===== config.mk =====
export PLATFORM = sky130hd
export DESIGN_NAME = uart_rx_param
export DESIGN_NICKNAME = d
export VERILOG_FILES = /design/src/rtl/uart_rx_param.sv
export SDC_FILE = /design/constraint.sdc
export NUM_CORES = 1
export LEC_CHECK = 0
export CAP_MARGIN = 20
export CELL_PAD_IN_SITES_DETAIL_PLACEMENT = 0
export CELL_PAD_IN_SITES_GLOBAL_PLACEMENT = 1
export CORE_ASPECT_RATIO = 0.6
export CORE_MARGIN = 4
export CORE_UTILIZATION = 46
export CTS_CLUSTER_DIAMETER = 60
export DETAILED_ROUTE_END_ITERATION = 8
export GPL_ROUTABILITY_DRIVEN = 0
export PLACE_DENSITY = 0.92
export SLEW_MARGIN = 5
export SYNTH_ARGS = -nofsm -noshare
export SYNTH_HDL_FRONTEND = slang
export SYNTH_SLANG_ARGS = --single-unit

===== constraint.sdc =====
create_clock -name clk -period 3.55 [get_ports clk]
set_input_delay 0.8875 -clock clk [delete_from_list [all_inputs] [get_ports clk]]
set_output_delay 0.8875 -clock clk [all_outputs]
set_load 0.005 [all_outputs]

===== src/rtl/uart_rx_param.sv =====
// uart_rx_param: parametrised UART receiver with an internal oversampling tick
// generator, runtime parity (none/odd/even), 1 or 2 stop bits, and a
// valid/ready output holding one frame plus its error status.
//
// Ports:
//   clk, reset      system clock, synchronous active-high reset
//   divisor         sample tick every divisor+1 clk (latched at start edge)
//   parity_mode     00/11 none, 01 odd, 10 even
//   two_stop        1 = check two stop bits
//   rx              raw serial line, idle high
//   rx_data         received data (LSB first on the line)
//   rx_valid        rx_data and status flags valid until rx_ready handshake
//   rx_ready        consumer accept
//   parity_err      parity mismatch on the held frame
//   frame_err       a stop bit sampled low on the held frame
//   break_det       every bit after start sampled low
//   overrun         one-clk pulse when a completed frame is dropped
//   busy            receiver is inside a frame
module uart_rx_param #(
    parameter int DATA_BITS  = 8,
    parameter int OVERSAMPLE = 16,
    parameter int DIV_WIDTH  = 16
) (
    input  logic                 clk,
    input  logic                 reset,
    input  logic [DIV_WIDTH-1:0] divisor,
    input  logic [1:0]           parity_mode,
    input  logic                 two_stop,
    input  logic                 rx,
    output logic [DATA_BITS-1:0] rx_data,
    output logic                 rx_valid,
    input  logic                 rx_ready,
    output logic                 parity_err,
    output logic                 frame_err,
    output logic                 break_det,
    output logic                 overrun,
    output logic                 busy
);
    localparam int CW = $clog2(OVERSAMPLE);
    localparam int BW = $clog2(DATA_BITS);
    localparam logic [CW-1:0] S_LO     = CW'(OVERSAMPLE/2 - 1);
    localparam logic [CW-1:0] S_MID    = CW'(OVERSAMPLE/2);
    localparam logic [CW-1:0] S_HI     = CW'(OVERSAMPLE/2 + 1);
    localparam logic [CW-1:0] S_END    = CW'(OVERSAMPLE - 1);
    localparam logic [BW-1:0] LAST_BIT = BW'(DATA_BITS - 1);

    typedef enum logic [2:0] {IDLE, START, DATA, PARITY, STOP1, STOP2} state_t;
    state_t state, state_d;

    logic                 sync1, rxs, rxs_d;
    logic [DIV_WIDTH-1:0] div_q, tick_cnt;
    logic [CW-1:0]        samp_cnt;
    logic                 s_lo, s_mid;
    logic [BW-1:0]        bit_cnt;
    logic [DATA_BITS-1:0] shreg;
    logic                 par_bit, ferr_acc, zero_acc, two_q, brk_wait;
    logic [1:0]           pmode_q;

    logic tick, mid, endb, maj, fall, complete, par_x;
    logic fe_fin, zero_fin, pe_fin;

    // Ticks only run inside a frame; in IDLE the counter is held at 0 so it
    // restarts cleanly from the start edge.
    assign tick  = (state != IDLE) && (tick_cnt == div_q);
    // Each bit owns OVERSAMPLE ticks; the vote resolves on the third sample
    // and the bit boundary is the last tick.
    assign mid   = tick && (samp_cnt == S_HI);
    assign endb  = tick && (samp_cnt == S_END);
    assign maj   = (s_lo & s_mid) | (s_lo & rxs) | (s_mid & rxs);
    // After a break the line must go high again before a new edge counts.
    assign fall  = rxs_d & ~rxs & ~brk_wait;
    assign busy  = (state != IDLE);

    // Final status includes the stop bit resolving in this very cycle.
    assign fe_fin   = ferr_acc | ~maj;
    assign zero_fin = zero_acc & ~maj;
    assign par_x    = (^shreg) ^ par_bit;
    assign pe_fin   = (pmode_q == 2'b01) ? ~par_x :
                      (pmode_q == 2'b10) ?  par_x : 1'b0;

    always_comb begin
        state_d  = state;
        complete = 1'b0;
        case (state)
            IDLE:   if (fall) state_d = START;
            START:  if (mid && maj) state_d = IDLE;          // false start
                    else if (endb)  state_d = DATA;
            DATA:   if (endb && bit_cnt == LAST_BIT)
                        state_d = (pmode_q == 2'b01 || pmode_q == 2'b10) ? PARITY : STOP1;
            PARITY: if (endb) state_d = STOP1;
            // Completing at mid stop bit leaves half a bit to catch the next
            // start edge of a back-to-back frame.
            STOP1:  if (mid && !two_q) begin
                        complete = 1'b1;
                        state_d  = IDLE;
                    end else if (endb) state_d = STOP2;
            STOP2:  if (mid) begin
                        complete = 1'b1;
                        state_d  = IDLE;
                    end
            default: state_d = IDLE;
        endcase
    end

    always_ff @(posedge clk) begin
        if (reset) begin
            state      <= IDLE;
            sync1      <= 1'b1;
            rxs        <= 1'b1;
            rxs_d      <= 1'b1;
            div_q      <= '0;
            tick_cnt   <= '0;
            samp_cnt   <= '0;
            s_lo       <= 1'b0;
            s_mid      <= 1'b0;
            bit_cnt    <= '0;
            shreg      <= '0;
            par_bit    <= 1'b0;
            ferr_acc   <= 1'b0;
            zero_acc   <= 1'b0;
            pmode_q    <= '0;
            two_q      <= 1'b0;
            brk_wait   <= 1'b0;
            rx_data    <= '0;
            rx_valid   <= 1'b0;
            parity_err <= 1'b0;
            frame_err  <= 1'b0;
            break_det  <= 1'b0;
            overrun    <= 1'b0;
        end else begin
            state   <= state_d;
            sync1   <= rx;
            rxs     <= sync1;
            rxs_d   <= rxs;
            overrun <= 1'b0;

            if (state == IDLE) begin
                tick_cnt <= '0;
                samp_cnt <= '0;
                if (brk_wait && rxs) brk_wait <= 1'b0;
                if (fall) begin
                    // Frame configuration is frozen for the whole frame.
                    div_q    <= divisor;
                    pmode_q  <= parity_mode;
                    two_q    <= two_stop;
                    bit_cnt  <= '0;
                    par_bit  <= 1'b0;
                    ferr_acc <= 1'b0;
                    zero_acc <= 1'b1;
                end
            end else begin
                tick_cnt <= tick ? '0 : tick_cnt + DIV_WIDTH'(1);
                if (tick) begin
                    samp_cnt <= (samp_cnt == S_END) ? '0 : samp_cnt + CW'(1);
                    if (samp_cnt == S_LO)  s_lo  <= rxs;
                    if (samp_cnt == S_MID) s_mid <= rxs;
                end
                if (mid) begin
                    case (state)
                        DATA: begin
                            shreg    <= {maj, shreg[DATA_BITS-1:1]};
                            zero_acc <= zero_acc & ~maj;
                        end
                        PARITY: begin
                            par_bit  <= maj;
                            zero_acc <= zero_acc & ~maj;
                        end
                        STOP1, STOP2: begin
                            ferr_acc <= ferr_acc | ~maj;
                            zero_acc <= zero_acc & ~maj;
                        end
                        default: ;
                    endcase
                end
                if (endb && state == DATA) bit_cnt <= bit_cnt + BW'(1);
            end

            // A handshake in the completion cycle frees the holding register
            // first, so the new frame loads instead of overrunning.
            if (complete) begin
                brk_wait <= zero_fin;
                if (!rx_valid || rx_ready) begin
                    rx_data    <= shreg;
                    parity_err <= pe_fin;
                    frame_err  <= fe_fin;
                    break_det  <= zero_fin;
                    rx_valid   <= 1'b1;
                end else begin
                    overrun <= 1'b1;
                end
            end else if (rx_valid && rx_ready) begin
                rx_valid   <= 1'b0;
                parity_err <= 1'b0;
                frame_err  <= 1'b0;
                break_det  <= 1'b0;
            end
        end
    end
endmodule

* Yosys cells after proc, flatten, opt, wreduce, memory -nomap -nowiden *
Index checks and enable logic that the tools add are counted.

operators by class
  $add $sub $neg = 3
  equal/unequal tests = 20
  mux-type cells = 43
  bitwise operators = 16
  reduce and logical (&&, ||, !) cells = 41

operators with widths
  kind                   number
  $mux 3                 12
  $mux 1                 28
  $pmux 3 s6             1
  $reduce_and 3->1       6
  $add 16x1->16 const B  1
  $eq 16x16->1           1
  $reduce_bool 2->1      8
  $eq 4x4->1 const B     3
  $reduce_and 2->1       5
  $eq 3x3->1 const B     3
  $logic_and 1x1->1      9
  $ne 2x2->1 const B     4
  $reduce_xor 8->1       1
  $and 1x1->1            6
  $eq 3x2->1 const B     2
  $ne 3x3->1 const B     2
  $not 1->1              6
  $reduce_and 6->1       1
  $reduce_or 2->1        3
  $add 4x1->4 const B    1
  $eq 4x3->1 const B     1
  $mux 4                 1
  $reduce_or 4->1        1
  $add 3x1->3 const B    1
  12 further kinds       16

storage, ports and cells
  bits in registers = 75
  input port bits = 23
  output and inout bits = 14
  logic and storage cells = 146

* Logic depth before layout (Yosys ltp) *
Gate-level depths: netlist (run 1).

  depth after elaboration = 8
  mapped depth = 8
  gate-level depth less buffers = 7

* Worst setup path after synthesis (run 1) *
OpenSTA, ideal clock, no wires.

  kind = input -> register
  start = input reset
  end = register rx_data[0]
  library setup time = 0.125 ns
  arrival = 1.909 ns
  required time = 3.425 ns
  setup slack = 1.516 ns
  stages on the path = 4
  buffers on the path = 3
  cells stage by stage = clkbuf_8 clkbuf_8 dlygate4sd3_1 nor2_1

RTL lines
  what                    RTL line  source
  start: declaration      25        input logic reset,
  end signal: assignment  183       rx_data <= shreg;
  end: declaration        30        output logic [DATA_BITS-1:0] rx_data,

No word-level cell between the ends.

* Final worst setup path (run 1) *
  start = register state[2]
  end = output busy

on the way
  longest elaborated chain between the ends = 1

ends and longest elaborated chain
  what                      RTL line  source
  start: declaration        48        state_t state, state_d;
  start signal: assignment  131       state <= state_d;
  $reduce_bool 3->1         72        assign busy = (state != IDLE);
  end: declaration          37        output logic busy

No other way between the ends.

==> metrics.md, run 1 <==
| Metric | Value |
|---|---|
| Status | `finished clean` |
| Placed wire-length estimate | `5450 um` |
| Final clock skew | `0.00325 ns` |
| Average vias per placed instance | `between 5 and 6` |
| Pin count of the biggest net entering global routing | `53` |
| Number of synthesized register bits | `75` |
| Max-cap violations | `0` |
| Gr usage total | `0.185` |
| Starting utilization of the core area | `0.475` |
| Critical-path top delay cell | `nor3_2` |
| PnR worst setup slack | `between 0.3 and 0.4 ns` |
| Total Negative Setup Slacks | `0 ns` |
| Clock network fraction of design power | `0.490` |
| Die Footprint | `9040 um^2` |
| Critical Path Fanout Max | `15` |
| Post-cts sizing count | `0` |
| Clock Tree Buf Depth | `2` |
| Power density relative to cell area | `458 nW/um^2` |
| Row count | `24` |
| Int Pwr | `1.46 mW` |
| Type of the worst setup path | `reg2out` |
| Routed Antenna Nets | `0` |
| Level count of the clock H-tree | `3` |
| Setup violators final | `0` |
| Crit path cell chain | `nor3_2 -> clkinv_1 -> clkdlybuf4s50_1` |
| Number of nets in the layout | `451` |
| Data arrival time of the worst path | `2.27 ns` |
| Maximum vdd ir drop | `about 330 uV` |
| Total leakage power | `around 1.6 nW` |
| Vertical extent of the die | `75.3 um` |
| # DRC | `0` |
| Count of yosys warnings during synthesis | `0` |
| Nets in the synthesized netlist | `422` |
| CTS root buffer | `clkbuf_16` |
| Share of synthesized flip-flops with an asynchronous set or reset | `0` |
| Post-Syn Instances | `391` |
| Worst-margin pin slew | `0.937 ns` |
| Antenna violations before repair | `0` |
| Most frequent cells in the layout | `dfxtp_1 (75), nand2_1 (53), nor2_1 (42), clkdlybuf4s50_1 (35), a21oi_1 (30)` |
| Area growth syn-to-layout | `19.3%` |
| Clock-pin slew of the registers on the worst-case setup and hold paths | `approximately 0.060 ns` |
| Clock tree from TritonCTS | `yes` |
| Post-detailed-routing wire length | `7780 um` |
| Antenna diodes | `0` |
| Switching part of the total power | `0.228` |
| Fraction of layout instances using a drive strength above 1 | `0.0706` |
| Final instance area | `4140 um^2` |
| Count of unique library cells instantiated by Yosys | `52` |
| Sequential-to-total area share from yosys stat | `0.433` |
| Net switching power | `between 0.4 and 0.5 mW` |
| Worst path max stage delay | `0.54 ns` |
| Required time of the critical path | `2.66 ns` |
| # hold bufs at CTS | `0` |
| RSZ-0062 raised after global routing | `no` |
| Clock Sinks | `75` |
| Length of the first detailed-routing pass in iterations | `5` |
| PnR Total Power | `1.90 mW` |
| First-pass GRT wire length | `13000 um` |
| Part of the total power dissipated in sequential elements | `0.453` |
| Top-area cell type share of the netlist area | `0.433` |
| Synthesized area divided by synthesized cell count | `8.87 um^2` |
| Number of global-route vias before repair | `roughly 2600` |
| Detailed-route via count | `2765` |
| Die W | `120 um` |
| Gate power share | `0.057` |
| Number of enable-type register cells in the synthesized netlist | `0` |
| Placeable core area | `7300 um^2` |
| Post-Syn Area | `3470 um^2` |
| Initial drt markers | `228` |
| Cts bufs inserted | `9` |
| I/O Pins | `37` |
| HP Class | `reg2reg` |
| Clock latency reported for the late side of the worst-skew pair | `approximately 0.34 ns` |
| Worst-case setup slack after placement | `roughly 0.79 ns` |
| Post-synth top area cell | `dfxtp_1` |
| Time the final worst path needs with I/O delays and setup | `3.15 ns` |
| Area contributors post-synth | `dfxtp_1 (43%), xor2_1 (6.1%), mux2i_1 (5.8%)` |
| Placement-stage cell area | `3830 um^2` |
| Type of origin of the critical path | `register` |
| Wire length per cell after detailed routing | `14.7 um` |
| Number of buffers added on ports | `36` |
| Final count of hold timing violations | `0` |
| Max-Slew Margin vs Limit | `0.374` |
| Category of the worst setup path capture point | `primary output` |
| Number of pins with negative max-slew slack in the final report | `0` |
| Share of the clock period used by the worst path after layout | `0.888` |
| Overall overflow remaining after global route | `0` |
| Leading register cell type out of synthesis | `dfxtp_1` |
| Post CTS Setup Buffer Count | `0` |
| Leading cell type in the layout, fill and taps excluded | `dfxtp_1` |
| Highest achievable clock rate | `roughly 320 MHz` |
Yosys cell counts, types with 8 or more instances:
| library cell | number |
|---|---|
| ha_1 | 8 |
| nand2_1 | 53 |
| nand3_1 | 18 |
| nand4_1 | 8 |
| inv_1 | 8 |
| a21oi_1 | 30 |
| clkbuf_1 | 10 |
| nor2_1 | 42 |
| xor2_1 | 24 |
| mux2i_1 | 20 |
| dfxtp_1 | 75 |
| xnor2_1 | 14 |
power by group through the flow:
stage / combinational [mW] / clock, mW / sequential [mW]
after floorplan: 0.0720 / 0 / 0.875
after global placement: 0.106 / 0 / 0.877
after detailed placement: 0.106 / 0 / 0.878
after CTS: 0.107 / 0.944 / 0.859
after global routing: 0.119 / 0.980 / 0.860
final: 0.108 / 0.929 / 0.859
worst max-delay path: cells and delay by family, from the launching register on:
kind	cells	cell delay, ns
simple gates	1	0.54
flops	1	0.45
buf+inv	2	0.93
layer usage:
layer,up-vias,track usage,share of wire
li1,1397,-,-
met1,1272,0.270,0.52
met2,86,0.259,0.40
met3,10,0.0653,0.070
met4,0,0.0457,0.011
met5,-,0,0
final cells by class:
type                            instances  area [um^2]
Inverter                               10         37.5
Timing Repair Buffer                   38          370
Clock buffer                           11          243
Clock inverter                          5         60.1
Multi-Input combinational cell        286         1800
Tap cell                              104          130
Fill cell                             668         3160
Sequential cell                        75         1500
path summary, 6_finish.rpt:
kind | start | cells after the start | slack, ns | end
max | state[2] | 3 | 0.40 | busy
min | sync1 | 1 | 0.42 | rxs
max reg2reg | tick_cnt[9] | 7 | 1.01 | break_det
min reg2reg | sync1 | 1 | 0.42 | rxs
cell families (layout without fill, tap and decap cells):
group / count (synthesis) / in the layout / share of synthesized area
AO/OA/AOI/OAI: 52 / 52 / 0.0920
AND/OR/NAND/NOR: 166 / 166 / 0.237
adder cells (fa/ha/maj): 9 / 9 / 0.0317
buffers and inverters: 30 / 64 / 0.0494
multiplexers: 21 / 21 / 0.0610
flip-flops: 75 / 75 / 0.433
XOR/XNOR: 38 / 38 / 0.0960
registers in the layout, indices dropped and copies added, names as in the netlist:
| register | count |
|---|---|
| bit_cnt | 3 |
| break_det | 1 |
| brk_wait | 1 |
| div_q | 16 |
| ferr_acc | 1 |
| frame_err | 1 |
| overrun | 1 |
| par_bit | 1 |
| parity_err | 1 |
| pmode_q | 2 |
| rx_data | 8 |
| rx_valid | 1 |
| rxs | 1 |
| rxs_d | 1 |
| s_lo | 1 |
| s_mid | 1 |
| samp_cnt | 4 |
| shreg | 8 |
| state | 3 |
| sync1 | 1 |
| tick_cnt | 16 |
| two_q | 1 |
| zero_acc | 1 |
per-stage QoR:
step / cells / util / hold WS (ns)
after global routing: 529 / 0.567 / 0.451
after CTS: 529 / 0.567 / 0.427
final: 529 / 0.567 / 0.416
after floorplan: 391 / - / 0.389
after global placement: 513 / 0.526 / 0.396
after detailed placement: 513 / 0.526 / 0.412
Power figures use the tool's default switching activity.
==> run 2, diff against run 1 <==
--- a/config.mk
+++ b/config.mk
@@ -15,6 +15,7 @@
 export DETAILED_ROUTE_END_ITERATION = 8
 export GPL_ROUTABILITY_DRIVEN = 0
 export PLACE_DENSITY = 0.92
+export SKIP_LAST_GASP = 1
 export SLEW_MARGIN = 5
 export SYNTH_ARGS = -nofsm -noshare
 export SYNTH_HDL_FRONTEND = slang
==> results of run 2 <==
The final DEF is identical to that of run 1; final timing and power are the same.
==> run 3, diff against run 2 <==
--- a/config.mk
+++ b/config.mk
@@ -5,7 +5,6 @@
 export SDC_FILE = /design/constraint.sdc
 export NUM_CORES = 1
 export LEC_CHECK = 0
-export CAP_MARGIN = 20
 export CELL_PAD_IN_SITES_DETAIL_PLACEMENT = 0
 export CELL_PAD_IN_SITES_GLOBAL_PLACEMENT = 1
 export CORE_ASPECT_RATIO = 0.6
@@ -14,7 +13,9 @@
 export CTS_CLUSTER_DIAMETER = 60
 export DETAILED_ROUTE_END_ITERATION = 8
 export GPL_ROUTABILITY_DRIVEN = 0
+export HOLD_SLACK_MARGIN = 0.02
 export PLACE_DENSITY = 0.92
+export RECOVER_POWER = 50
 export SKIP_LAST_GASP = 1
 export SLEW_MARGIN = 5
 export SYNTH_ARGS = -nofsm -noshare
==> metrics.md, run 3 (same netlist as run 1, synthesis figures left out) <==
| Metric | Value |
|---|---|
| Max-Slew Margin vs Limit | `-0.511 (was 0.374)` |
| Overall overflow remaining after global route | `0 (unchanged)` |
| Gr usage total | `0.185 (unchanged)` |
| Post CTS Setup Buffer Count | `0 (unchanged)` |
| Detailed-route via count | `2755 (was 2765)` |
| Share of the clock period used by the worst path after layout | `0.891 (was 0.888)` |
| Most frequent cells in the layout | `dfxtp_1 (75), nand2_1 (53), nor2_1 (42), a21oi_1 (30), xor2_1 (24) (was dfxtp_1 (75), nand2_1 (53), nor2_1 (42), clkdlybuf4s50_1 (35), a21oi_1 (30))` |
| Highest achievable clock rate | `316 MHz (was 317 MHz)` |
| Critical register-to-register path startpoint | `tick_cnt[9] (unchanged)` |
| Die W | `120 um (unchanged)` |
| Worst Hold Path Cells | `1 (unchanged)` |
| CP startpoint | `tick_cnt[9] (was state[2])` |
| HP Class | `reg2reg (unchanged)` |
| CTS root buffer | `clkbuf_16 (unchanged)` |
| Clock Tree Buf Depth | `2 (unchanged)` |
| Fin cells | `529 (unchanged)` |
| Pin count of the biggest net entering global routing | `53 (unchanged)` |
| Leading cell type in the layout, fill and taps excluded | `dfxtp_1 (unchanged)` |
| Row count | `24 (unchanged)` |
| Initial drt markers | `216 (was 228)` |
| Clock-pin slew of the registers on the worst-case setup and hold paths | `0.06 ns (about the same)` |
| Post-detailed-routing wire length | `7770 um (was 7780 um)` |
| First-pass GRT wire length | `13000 um (unchanged)` |
| Setup violators final | `0 (unchanged)` |
| Worst-case setup slack after placement | `0.792 ns (unchanged)` |
| Start point of the worst min-delay path | `sync1 (unchanged)` |
| Die Footprint | `9040 um^2 (unchanged)` |
| Antenna violations before repair | `0 (unchanged)` |
| Fraction of layout instances using a drive strength above 1 | `0.0588 (was 0.0706)` |
| Time the final worst path needs with I/O delays and setup | `3.16 ns (was 3.15 ns)` |
| Post-cts sizing count | `0 (unchanged)` |
| Power density relative to cell area | `460 nW/um^2 (was 458 nW/um^2)` |
| Area growth syn-to-layout | `18.7% (was 19.3%)` |
| Critical Path Fanout Max | `15 (unchanged)` |
| Average vias per placed instance | `5.21 (was 5.23)` |
| Placed Instances | `513 (unchanged)` |
| # hold bufs at CTS | `0 (unchanged)` |
| Level count of the clock H-tree | `3 (unchanged)` |
| Max-cap violations | `1 (was 0)` |
| Antenna diodes | `0 (unchanged)` |
| # DRC | `0 (unchanged)` |
| Reg2Reg Depth | `7 (unchanged)` |
| Wire length per cell after detailed routing | `14.7 um (about the same)` |
| Maximum vdd ir drop | `330 uV (was 328 uV)` |
| Clock Sinks | `75 (unchanged)` |
| Placed wire-length estimate | `5450 um (unchanged)` |
| Category of the worst setup path capture point | `register (was primary output)` |
| Number of pins with negative max-slew slack in the final report | `53 (was 0)` |
| Routed Antenna Nets | `0 (unchanged)` |
| Leading registers by flop count | `div_q: 16 flops, tick_cnt: 16 flops (unchanged)` |
| I/O Pins | `37 (unchanged)` |
| Clock latency reported for the late side of the worst-skew pair | `0.34 ns (about the same)` |
| Number of nets in the layout | `451 (unchanged)` |
| Required time of the critical path | `3.83 ns (was 2.66 ns)` |
| Vertical extent of the die | `75.3 um (unchanged)` |
| Total Negative Setup Slacks | `0 ns (unchanged)` |
| Cts bufs inserted | `9 (unchanged)` |
| Type of the worst setup path | `reg2reg (was reg2out)` |
| Data arrival time of the worst path | `3.44 ns (was 2.27 ns)` |
| Type of origin of the critical path | `register (unchanged)` |
| Number of buffers added on ports | `36 (unchanged)` |
| Worst-margin pin slew | `2.27 ns (was 0.937 ns)` |
| Length of the first detailed-routing pass in iterations | `5 (unchanged)` |
| RSZ-0062 raised after global routing | `no (unchanged)` |
| Clock tree from TritonCTS | `yes (unchanged)` |
| Status | `finished, violations left (was finished clean)` |
| Number of global-route vias before repair | `2613 (unchanged)` |
| Final clock skew | `0.00614 ns (was 0.00325 ns)` |
| Total leakage power | `1.67 nW (was 1.64 nW)` |
| PnR worst setup slack | `0.385 ns (was 0.397 ns)` |
| Violated checks | `max-capacitance violations, max-slew violations` |
| Setup slack, reg-to-reg | `0.39 ns (was 1.01 ns)` |
| Starting utilization of the core area | `0.475 (unchanged)` |
| Final count of hold timing violations | `0 (unchanged)` |
| Placeable core area | `7300 um^2 (unchanged)` |
## run 3: cell type report
cell class / instances / area [um^2]
repair buffers: 38 / 362
flip-flops and latches: 75 / 1500
inverters: 10 / 37.5
well taps: 104 / 130
multi-input cells: 286 / 1780
fillers: 671 / 3180
clock buffers: 11 / 243
clock inverters: 5 / 60.1
## run 3: report_power, final
| group | internal, mW | switching [mW] | total, mW |
|---|---|---|---|
| Combinational | 0.0423 | 0.0619 | 0.104 |
| Clock | 0.567 | 0.364 | 0.931 |
| Sequential | 0.852 | 0.00749 | 0.859 |
## run 3: path summary, 6_finish.rpt
path               end
max reg2reg  break_det
min                rxs
min reg2reg        rxs
max          break_det
## run 3: critical path, stage by stage (launching register included)
cell,delay [ns]
dfxtp_1,0.43
xor2_1,0.11
nor4_1,0.50
and4_1,0.26
clkbuf_1,0.52
nand4_1,0.67
nor2_1,0.40
a32o_1,0.19
## run 3: layer usage
metal	GRT usage	vias to the layer above	wire length, um
met5	0	-	0
met4	0.0457	0	100
met3	0.0653	10	528
met2	0.259	71	3090
met1	0.270	1275	4050
li1	-	1399	-
## run 3: metrics by stage
| step | cell area (um^2) | util | total power [mW] | hold slack, ns |
|---|---|---|---|---|
| 6_report | 4120 | 0.564 | 1.89 | 0.417 |
| 5_1_grt | 4120 | 0.564 | 1.95 | 0.451 |
| 4_1_cts | 4140 | 0.567 | 1.91 | 0.427 |
| 3_5_place_dp | 3830 | 0.526 | 0.984 | 0.412 |
| 3_3_place_gp | 3830 | 0.526 | 0.983 | 0.396 |
| 2_1_floorplan | 3470 | - | 0.947 | 0.389 |
==> RTL edit (flow settings as in run 1) <==
The parameter `OVERSAMPLE` goes from 16 to 32.
--- a/src/rtl/uart_rx_param.sv
+++ b/src/rtl/uart_rx_param.sv
@@ -18,7 +18,7 @@
 //   busy            receiver is inside a frame
 module uart_rx_param #(
     parameter int DATA_BITS  = 8,
-    parameter int OVERSAMPLE = 16,
+    parameter int OVERSAMPLE = 32,
     parameter int DIV_WIDTH  = 16
 ) (
     input  logic                 clk,
Function: no difference found for any inputs over 10 cycles, from zero or initial values and one cycle with reset high; that may be too few to reach the edited logic, so the function may still have changed.
==> RTL edit against run 1 <==
- synthesized area up 3.4%
- worst setup slack better by 410 ps
- routed wire length up 13%
- cell area up 3.6%
- sequential cell count up 1
- via count up 12%
Power is not compared: it rests on default switching activity, and its combinational part moved more than twofold at a synthesized area within 25%.
==> RTL edit: results <==
[route]
vias_per_cell = 5.473
drt_first_iter_violations = 274
drt-total-wl_um = 8766
detail_route.first_pass.iterations = 4

[layout]
biggestRegsByFlops = div_q: 16 flops, tick_cnt: 16 flops
layout-drive-gt1-share_pct = 6.957
diodes_inserted = 0
fillCellCount = 688
num-nets-final = 488

[critical_path]
crit_path_max_incr_delay_ps = 480
cp-startpoint = state[1]$_SDFFE_PP0P_
regToRegStartpoint = tick_cnt[7]$_SDFF_PP0_
critPathArrivalTime_ps = 1850
regToRegEndpoint = break_det$_SDFFE_PP0P_
critPathMaxFanout = 15
r2r_slack_ps = 1040
r2r_cells = 7
critical_path.slowest_cell = sky130_fd_sc_hd__clkdlybuf4s50_1

[hold_path]
endpoint_with_the_worst_hold_slack = rxs$_SDFF_PP1_
min_from = sync1$_SDFF_PP1_
worst_hold_path_type = reg2reg
worstHoldPathCells = 1

[cts]
cts-buffers-inserted = 9
cts_buffer_depth = 2
htree_num_levels = 3
worstSkewPairLatency_ps = 340
post_cts_resized = 0
cts_root_buffer = sky130_fd_sc_hd__clkbuf_16
cts_setup_buffers = 0
clk_pin_slew_worst_paths_ps = 60

[synth]
synth-main-ff-cell = sky130_fd_sc_hd__dfxtp_1
yosysWarnings = 0
synth.distinct_cells = 45
synth.net_count = 461
seq_area_frac_synth_pct = 42.43
synthTopCellsByCount = sky130_fd_sc_hd__dfxtp_1, sky130_fd_sc_hd__nand2_1, sky130_fd_sc_hd__a21oi_1, sky130_fd_sc_hd__nor2_1, sky130_fd_sc_hd__xor2_1
synth_area_leaders = sky130_fd_sc_hd__dfxtp_1, sky130_fd_sc_hd__a21oi_1, sky130_fd_sc_hd__nand2_1, sky130_fd_sc_hd__xor2_1, sky130_fd_sc_hd__nor2_1
async_flop_share_pct = 0

[placement]
place.port_buffers = 36
post-place-ws_ps = 1069
detailedPlacementHpwl_um = 6116

[global_route]
wire_length_of_the_first_global_routing_pass_um = 14480
antenna_violations_before_repair = 0
grt_max_degree = 52
grt_util_all_layers_pct = 19.48
via_count_of_the_first_global_routing_pass = 2826

[power]
sw_frac_of_total_pct = 32.46
vdd_ir_drop_max_uv = 264.8
power.combinational.fraction_pct = 22.3
power_leakage_nw = 1.651

[sta]
tightestPinTransition_ps = 891.8
clock_skew_after_layout_ps = 6.918
hold_slack_ps = 443.3

[status]
status = finished, final reports clean
-- RTL edit: area by class of cell --
| cell class | count | area share [%] |
|---|---|---|
| inverter | 14 | 1.226 |
| timing repair buffer | 40 | 8.987 |
| tap | 104 | 3.035 |
| clock buffer | 9 | 5.252 |
| multi-input combinational | 314 | 44.15 |
| clock inverter | 7 | 1.868 |
| sequential | 76 | 35.48 |
-- RTL edit: worst max-delay path by stage --
stage	to	slack (ps)
floorplan	state[0]$_SDFFE_PP0P_	1720
global placement	parity_err$_SDFFE_PP0P_	1170
detailed placement	break_det$_SDFFE_PP0P_	1070
CTS	busy	820
global route	busy	700
finish	busy	810
-- RTL edit: cell families after synthesis --
| logic type | count (synthesis) | synth area share (%) |
|---|---|---|
| simple gates | 166 | 22.57 |
| compound gates | 92 | 15.11 |
| flops | 76 | 42.43 |
| buf+inv | 38 | 4.780 |
| xor+xnor | 35 | 8.548 |
| mux | 11 | 3.071 |
| fa+ha+maj | 10 | 3.489 |
-- RTL edit: through the flow --
| stage | cells | utilization (%) | total power, W | instance area [um2] |
|---|---|---|---|---|
| after floorplan | 428 | - | 0.001398 | 3586 |
| after global placement | 548 | 53.69 | 0.001519 | 3983 |
| after detailed placement | 548 | 53.69 | 0.001526 | 3983 |
| after CTS | 564 | 57.81 | 0.002467 | 4288 |
| after global routing | 564 | 57.81 | 0.002577 | 4288 |
| final | 564 | 57.81 | 0.002464 | 4288 |
-- RTL edit: routing by layer --
metal	share of wire, %	track usage [%]	wire, um
met1	53	30.29	4615
met2	40	26.10	3515
met3	6.3	4.822	553
met4	0.94	5.593	82
met5	0	0	0
-- RTL edit: worst max-delay path: cells and delay by family (launching register included) --
kind / cells / cell delay (ps)
buffers and inverters: 2 / 640
AND/OR/NAND/NOR: 1 / 410
flip-flops: 1 / 460
-- RTL edit: power groups by stage --
stage               registers, W  clock network, W  logic [W]
CTS                     0.000970          0.000956   0.000542
global route            0.000980          0.000995   0.000602
detailed placement      0.000988                 0   0.000538
global placement        0.000985                 0   0.000534
finish                  0.000973          0.000942   0.000549
floorplan               0.000957                 0   0.000441
